--- src/rtl/input_port_buffer.sv ---
// Mesh router input port: flit FIFO with XY route computation and packet FSM.
// Optional INPUT_PORT_STATS_EN adds a 16-bit count of TAIL flits popped.
module input_port_buffer #(
    parameter int         DEPTH       = 4,
    parameter logic [1:0] ROUTER_ADDR = 2'b01
) (
    input  logic        clk,
    input  logic        rst,
    input  logic [31:0] in_flit,
    input  logic        in_valid,
    output logic        in_ready,
    output logic [31:0] out_flit,
    output logic [2:0]  flit_type,
    output logic [11:0] length,
    output logic [4:0]  req,
    input  logic        grant,
`ifdef INPUT_PORT_STATS_EN
    output logic [15:0] pkt_count,
`endif
    output logic        err
);

    localparam int AW = $clog2(DEPTH);
    localparam int CW = $clog2(DEPTH + 1);

    typedef enum logic {IDLE, ROUTED} state_t;

    logic [31:0]   mem [DEPTH];
    logic [AW-1:0] rd_ptr;
    logic [AW-1:0] wr_ptr;
    logic [CW-1:0] count;
    state_t        state;
    state_t        next_state;
    logic [4:0]    rt_q;
    logic [11:0]   len_q;
    logic [4:0]    route;
    logic [31:0]   head;
    logic          empty;
    logic          full;
    logic          is_hdr;
    logic          is_tail;
    logic          push;
    logic          pop;
    logic          take_hdr;
    logic          set_err;

    assign empty     = (count == '0);
    assign full      = (count == CW'(DEPTH));
    assign head      = empty ? 32'd0 : mem[rd_ptr];
    assign is_hdr    = head[29];
    assign is_tail   = head[31];
    assign in_ready  = !full;
    assign push      = in_valid && !full;
    assign out_flit  = head;
    assign flit_type = head[31:29];
    assign length    = is_hdr ? head[28:17] : len_q;

    // XY route of the head header: X resolved first, then Y, else local.
    always_comb begin
        route = 5'b10000;
        if (head[0] > ROUTER_ADDR[0])
            route = 5'b00100;
        else if (head[0] < ROUTER_ADDR[0])
            route = 5'b00001;
        else if (head[1] > ROUTER_ADDR[1])
            route = 5'b00010;
        else if (head[1] < ROUTER_ADDR[1])
            route = 5'b01000;
    end

    // Packet FSM: request generation, pop decision and error detection.
    always_comb begin
        next_state = state;
        req        = 5'b00000;
        pop        = 1'b0;
        take_hdr   = 1'b0;
        set_err    = 1'b0;
        unique case (state)
            IDLE: begin
                if (!empty) begin
                    if (is_hdr) begin
                        req = route;
                        if (grant) begin
                            pop      = 1'b1;
                            take_hdr = 1'b1;
                            if (!is_tail)
                                next_state = ROUTED;
                        end
                    end else begin
                        // Orphan flit outside a packet is dropped.
                        pop     = 1'b1;
                        set_err = 1'b1;
                    end
                end
            end
            ROUTED: begin
                if (!empty) begin
                    if (is_hdr) begin
                        // New header mid-packet: abandon packet, keep header.
                        set_err    = 1'b1;
                        next_state = IDLE;
                    end else begin
                        req = rt_q;
                        if (grant) begin
                            pop = 1'b1;
                            if (is_tail)
                                next_state = IDLE;
                        end
                    end
                end
            end
            default: next_state = IDLE;
        endcase
    end

    // FIFO storage; contents are masked by the count, so no reset needed.
    always_ff @(posedge clk) begin
        if (push)
            mem[wr_ptr] <= in_flit;
    end

    // Pointers and occupancy; pointers wrap naturally at power-of-2 depth.
    always_ff @(posedge clk or negedge rst) begin
        if (!rst) begin
            rd_ptr <= '0;
            wr_ptr <= '0;
            count  <= '0;
        end else begin
            if (push)
                wr_ptr <= wr_ptr + AW'(1);
            if (pop)
                rd_ptr <= rd_ptr + AW'(1);
            case ({push, pop})
                2'b10:   count <= count + CW'(1);
                2'b01:   count <= count - CW'(1);
                default: count <= count;
            endcase
        end
    end

    // FSM state, latched route/length and sticky error flag.
    always_ff @(posedge clk or negedge rst) begin
        if (!rst) begin
            state <= IDLE;
            rt_q  <= '0;
            len_q <= '0;
            err   <= 1'b0;
        end else begin
            state <= next_state;
            if (take_hdr) begin
                rt_q  <= route;
                len_q <= head[28:17];
            end
            if (set_err)
                err <= 1'b1;
        end
    end

`ifdef INPUT_PORT_STATS_EN
    // Completed-packet counter, one step per TAIL leaving the FIFO.
    always_ff @(posedge clk or negedge rst) begin
        if (!rst)
            pkt_count <= '0;
        else if (pop && is_tail)
            pkt_count <= pkt_count + 16'd1;
    end
`endif

endmodule
--- config.mk ---
export PLATFORM = sky130hd
export DESIGN_NAME = input_port_buffer
export DESIGN_NICKNAME = d
export VERILOG_FILES = /design/src/rtl/input_port_buffer.sv
export SDC_FILE = /design/constraint.sdc
export NUM_CORES = 1
export LEC_CHECK = 0
export BUFFER_PORTS_ARGS = -buffer_cell sky130_fd_sc_hd__buf_2
export CAP_MARGIN = 20
export CELL_PAD_IN_SITES_DETAIL_PLACEMENT = 1
export CELL_PAD_IN_SITES_GLOBAL_PLACEMENT = 1
export CORE_AREA = 2 2 83 164
export CTS_BUF_LIST = sky130_fd_sc_hd__clkbuf_8
export DETAILED_ROUTE_END_ITERATION = 8
export DIE_AREA = 0 0 85 166
export GPL_TIMING_DRIVEN = 0
export HOLD_SLACK_MARGIN = 0.05
export PLACE_DENSITY_LB_ADDON = 0.1
export SYNTH_ARGS = -nofsm -noshare
export SYNTH_HDL_FRONTEND = slang
export SYNTH_SLANG_ARGS = --single-unit
--- constraint.sdc ---
create_clock -name clk -period 2.95 [get_ports clk]
set_input_delay 0.1475 -clock clk [delete_from_list [all_inputs] [get_ports clk]]
set_output_delay 0.1475 -clock clk [all_outputs]
set_load 0.02 [all_outputs]
* Word level (Yosys, flattened, before mapping)
Memory sizes are Yosys's and may differ from the RTL's.
Index checks and enable logic that the tools add are counted.
** Operators by class
- Magnitude comparators :: 4
- Mux-type cells :: 36
- Bitwise operators :: 1
- Multipliers :: 0
- Add/sub/neg operators :: 4
- Reduce and logical (&&, ||, !) cells :: 4
- Divide/modulo/power cells :: 0
- Shift operators :: 0
- Eq/ne operators :: 3
** Operators with widths (number)
- $mux 5 :: 8
- $mux 32 :: 1
- $mux 1 :: 21
- $mux 12 :: 1
- $pmux 5 s2 :: 1
- $pmux 1 s2 :: 3
- $pmux 3 s2 :: 1
- $add 2x1->2 const B :: 2
- $add 3x1->3 const B :: 1
- $eq 3x3->1 const B :: 1
- $logic_not 3->1 :: 1
- $sub 3x1->3 const B :: 1
- $eq 2x1->1 const B :: 1
- $eq 2x2->1 const B :: 1
- $gt 1x1->1 const B :: 2
- $lt 1x1->1 const B :: 2
- $reduce_bool 2->1 :: 1
- $logic_and 1x1->1 :: 1
- $logic_not 1->1 :: 1
- $not 1->1 :: 1
** Storage, ports and cells
- Register bits after elaboration :: 26
- Latch bits :: 0
- Memory bits (read-only) :: 0
- Memories kept :: 1
- RAM bits :: 128
** Memories
- mem :: depth 4, bits a word 32, read ports 1, clocked after Yosys merged registers in 0, wr ports 1, RTL line 28 : logic [31:0] mem [DEPTH];

* Longest topological paths before layout
- Depth after elaboration :: 10
- Depth in mapped cells :: 11

* Worst setup path before layout
OpenSTA, ideal clock, no wires.
- Kind :: reg-to-reg
- Start point :: register rd_ptr[0]
- End point :: register count[2]
- Arrival time :: 2.500 ns
- Clock period less this slack :: 2.579 ns
- Cell stages (with the launch flop) :: 12
- Path buffers :: 2
- Slack :: 0.371 ns
- Cell sequence :: dfrtp_1 > buf_6 > mux4_2 > buf_6 > maj3_1 > nor2_1 > ha_1 > inv_1 > fa_1 > xor2_1 > nor2_1 > xor2_1
** On the way
- Longest elaborated chain between the ends :: 7
- Elaborated cells on any way between the ends :: 11
- Those cells by class :: eq/ne (2); mux (7); reduce/logical (1); memory (1)
** RTL lines
- start, declared :: RTL line 29 : logic [AW-1:0] rd_ptr;
- start signal, assigned :: RTL line 132 : rd_ptr <= rd_ptr + AW'(1);
- $mem_v2 4x32 *
- $mux 32 * :: RTL line 49 : assign head = empty ? 32'd0 : mem[rd_ptr];
- $mux 1 (on tied branches) :: RTL line 98, 81
- $mux 1 (on tied branches) :: RTL line 97, 80
- $pmux 1 s2 * :: RTL line 78 : unique case (state)
- named net pop :: RTL line 43 : logic pop;
- $eq 2x1->1 or $eq 2x2->1 (tied branches) :: RTL line 133 : case ({push, pop})
- $pmux 3 s2 or $reduce_bool 2->1 (tied branches)
- end signal, assigned :: RTL line 134 : 2'b10: count <= count + CW'(1);
- end signal, assigned :: RTL line 135 : 2'b01: count <= count - CW'(1);
- end signal, assigned :: RTL line 136 : default: count <= count;
- end, declared :: RTL line 31 : logic [CW-1:0] count;
Mark *: on every way through the listed nets, which the timed path passes. The rest lies on a longest branch.
A chain may end at the register's enable or synchronous reset.

* Worst setup path in the final report
Same ends and word-level chain as after synthesis.

==> impl_metrics.csv <==
group,metric,value,unit
status,status,"finished, final reports clean",
floorplan,start_util,0.484,
critical_path,critPathKind,"reg -> reg",
finish,areaGrowthSynthToFinish,22.6,%
timing,hold_viol_final,0,
drt,drtIter0Drc,118,
yosys,syn-instance-count,332,
placement,hpwl,8570,µm
critical_path,slowest_delay,0.51,ns
critical_path,crit_path_start,"rd_ptr[0]$_DFFE_PN0P_",
hold_path,min_path_type,"in -> reg",
clocking,cts_hold_buf,33,
clocking,post-cts-setup-buffers,0,
yosys,yosys_warnings,0,
critical_path,critPathMaxFanout,10,
floorplan,die_h,166,µm
grt,grt_max_degree,33,
clocking,clk_pin_slew,0.09,ns
finish,fillCellCount,1194,
power_and_ir_drop,leakagePower,0.00286,µW
floorplan,die_area,14100,µm²
clocking,cts_sinks,152,
timing,max_slew_margin,0.535,
drt,routed_via_density,5.32,
grt,grt_antenna_before_repair,0,
clocking,ctsResizeCount,0,
critical_path,path_cells,"buf_6 > mux4_2 > buf_6 > maj3_1 > nor2_1 > ha_1 > inv_1 > fa_1 > xor2_1 > nor2_1 > xor2_1",
drt,drt_wl_total,12700,µm
finish,num_antenna_cells,0,
timing,slew_viol_final,0,
clocking,ctsRootBufferMaster,"clkbuf_8",
grt,gr-total-overflow,0,
critical_path,start_kind,"flop",
timing,finalSetupViolations,0,
clocking,cts_tree,"yes",
timing,fin_crit_sh,0.947,
placement,port_buffers,86,
finish,finish.utilization,0.593,
drt,ant_nets,0,
yosys,ys_seq_area_frac,0.711,
yosys,syn_area,6250,µm²
timing,tightest_slew,0.698,ns
grt,grt_pass1_wl,20500,µm
clocking,cts_max_level,4,
yosys,yosysUniqueCellTypes,33,
critical_path,r2r_setup_slack,0.16,ns
finish,num-nets-final,517,
clocking,clock_latency,0.43,ns
placement,gp_congestion,0.825,
drt,first_pass_iters,4,
timing,fin_ws,0.156,ns
finish,final-seq-area,4440,µm²
grt,grt_pass1_vias,3861,
critical_path,reg2reg_from,"rd_ptr[0]$_DFFE_PN0P_",
yosys,syn_avg_cell_area,18.8,µm²
power_and_ir_drop,p_per_area,1110,nW/µm²
floorplan,core-area,12900,µm²
drt,dr_total_vias,3398,
power_and_ir_drop,vdd_drop_max,0.000622,V
clocking,cts_buffers,17,
critical_path,cpMaxStageDelayCell,"mux4_2",
timing,tns,0,ns
floorplan,row_count,59,
floorplan,pin_count,90,
critical_path,required,3.32,ns
drt,wire_per_inst,19.8,µm
critical_path,critical_path_arrival,3.16,ns
finish,multi_input_comb_area,1640,µm²
timing,finClkSkew,0.0148,ns
yosys,synth-seq-cells,152,
timing,fmax,358,MHz
timing,rsz0062_at_grt,"false",
finish,drive_above_1_share,0.409,
floorplan,die_w,85,µm
placement,place_ws,0.145,ns
flow_run,max_cap_violations,0,
drt,drc,0,
hold_path,min_from,"in_valid",
critical_path,end_kind,"flop",
clocking,cts_max_path_buffers,2,
grt,grtUsageTotal,0.194,
timing,fin_crit,2.79,ns
timing,whs,0.124,ns
power_and_ir_drop,p_total,8530,µW
critical path: cells and delay by family (launching register included):
family / cells / cell delay [ns]
muxes: 1 / 0.51
xor gates and xnor gates: 2 / 0.30
buffers and inverters: 3 / 0.38
adders and majority gates: 3 / 0.95
DFF: 1 / 0.35
and+or+nand+nor: 2 / 0.24
cells in the mapped netlist, drive strengths merged:
cell | n | area, µm²
a21oi | 2 | 10.0
edfxtp | 128 | 3840
mux2i | 2 | 20.0
o21ai | 10 | 50.1
inv | 9 | 33.8
ha | 5 | 62.6
nor3 | 1 | 5.00
nand2 | 10 | 40.0
dfrtp | 24 | 601
o32a | 1 | 10.0
mux4 | 32 | 721
nand3b | 1 | 7.51
and2 | 32 | 200
fa | 1 | 20.0
conb | 1 | 3.75
nand2b | 1 | 6.26
mux2 | 25 | 293
xnor2 | 4 | 35.0
clkbuf | 7 | 26.3
nand3 | 4 | 20.0
or3 | 1 | 6.26
buf | 15 | 113
nand4 | 1 | 21.3
o22ai | 1 | 6.26
and3 | 4 | 25.0
xor2 | 2 | 17.5
a21o | 1 | 7.51
nor2 | 4 | 15.0
maj3 | 3 | 30.0
cell families after synthesis:
logic type               count (synthesis)  synth area share
flip-flops                             152             0.711
multiplexers                            59             0.165
AND/OR/NAND/NOR                         59            0.0555
buffers and inverters                   31            0.0276
AO/OA/AOI/OAI                           15            0.0134
adder cells (fa/ha/maj)                  9            0.0180
XOR/XNOR                                 6           0.00841
other                                    1          0.000600
per-stage QoR:
stage,area [µm²],instances
floorplan,6250,333
global placement,6870,571
detailed placement,6960,575
CTS,7660,639
global route,7660,639
finish,7660,639
report_power, final:
group | total, µW | switching [µW] | internal (µW)
clock | 1490 | 806 | 687
sequential | 3050 | 169 | 2880
combinational | 3990 | 2270 | 1720
total | 8530 | 3240 | 5290
flip-flops by register name (all words and copies together), names as in the netlist:
| signal | count |
|---|---|
| mem | 128 |
| len_q | 12 |
| count | 3 |
| rt_q | 3 |
| rd_ptr | 2 |
| wr_ptr | 2 |
| err | 1 |
| state | 1 |
path summary, 6_finish.rpt:
check                                   endpoint  cells after the start
hold reg to reg                  err$_DFFE_PN0P_                      1
hold / removal             wr_ptr[0]$_DFFE_PN0P_                      3
max in group asynchronous   len_q[4]$_DFFE_PN0P_                      2
setup reg to reg            count[2]$_DFFE_PN0P_                     11
min in group asynchronous    rt_q[4]$_DFFE_PN0P_                      2
setup / recovery            count[2]$_DFFE_PN0P_                     11
layout by cell type, fill, tap and decap left out, drive strengths merged:
cell type    count
edfxtp         128
buf            105
dlygate4sd3     33
mux4            32
and2            32
mux2            25
dfrtp           24
clkbuf          24
inv             17
o21ai           10
nand2           10
ha               5
nor2             4
nand3            4
and3             4
xnor2            4
maj3             3
clkinv           3
a21oi            2
mux2i            2
xor2             2
conb             2
clkinvlp         2
or3              1
nor3             1
o22ai            1
nand3b           1
nand4            1
o32a             1
nand2b           1
a21o             1
fa               1
bufinv           1
area by class of cell:
cell class,count,share of cell area
clock buffer,17,0.0305
tap,152,0.0248
sequential,152,0.580
inverter,9,0.00441
clock inverter,14,0.0180
buffer,22,0.0181
timing repair buffer,123,0.110
multi-input combinational,150,0.214
routing by layer:
layer  vias up  routed length, µm  track usage
li1       1558                  -            -
met1      1764               4840        0.219
met2        70               7350        0.356
met3         6                355       0.0408
met4         0                128       0.0676
met5         -                  0            0
(Power assumes the default switching activity.)
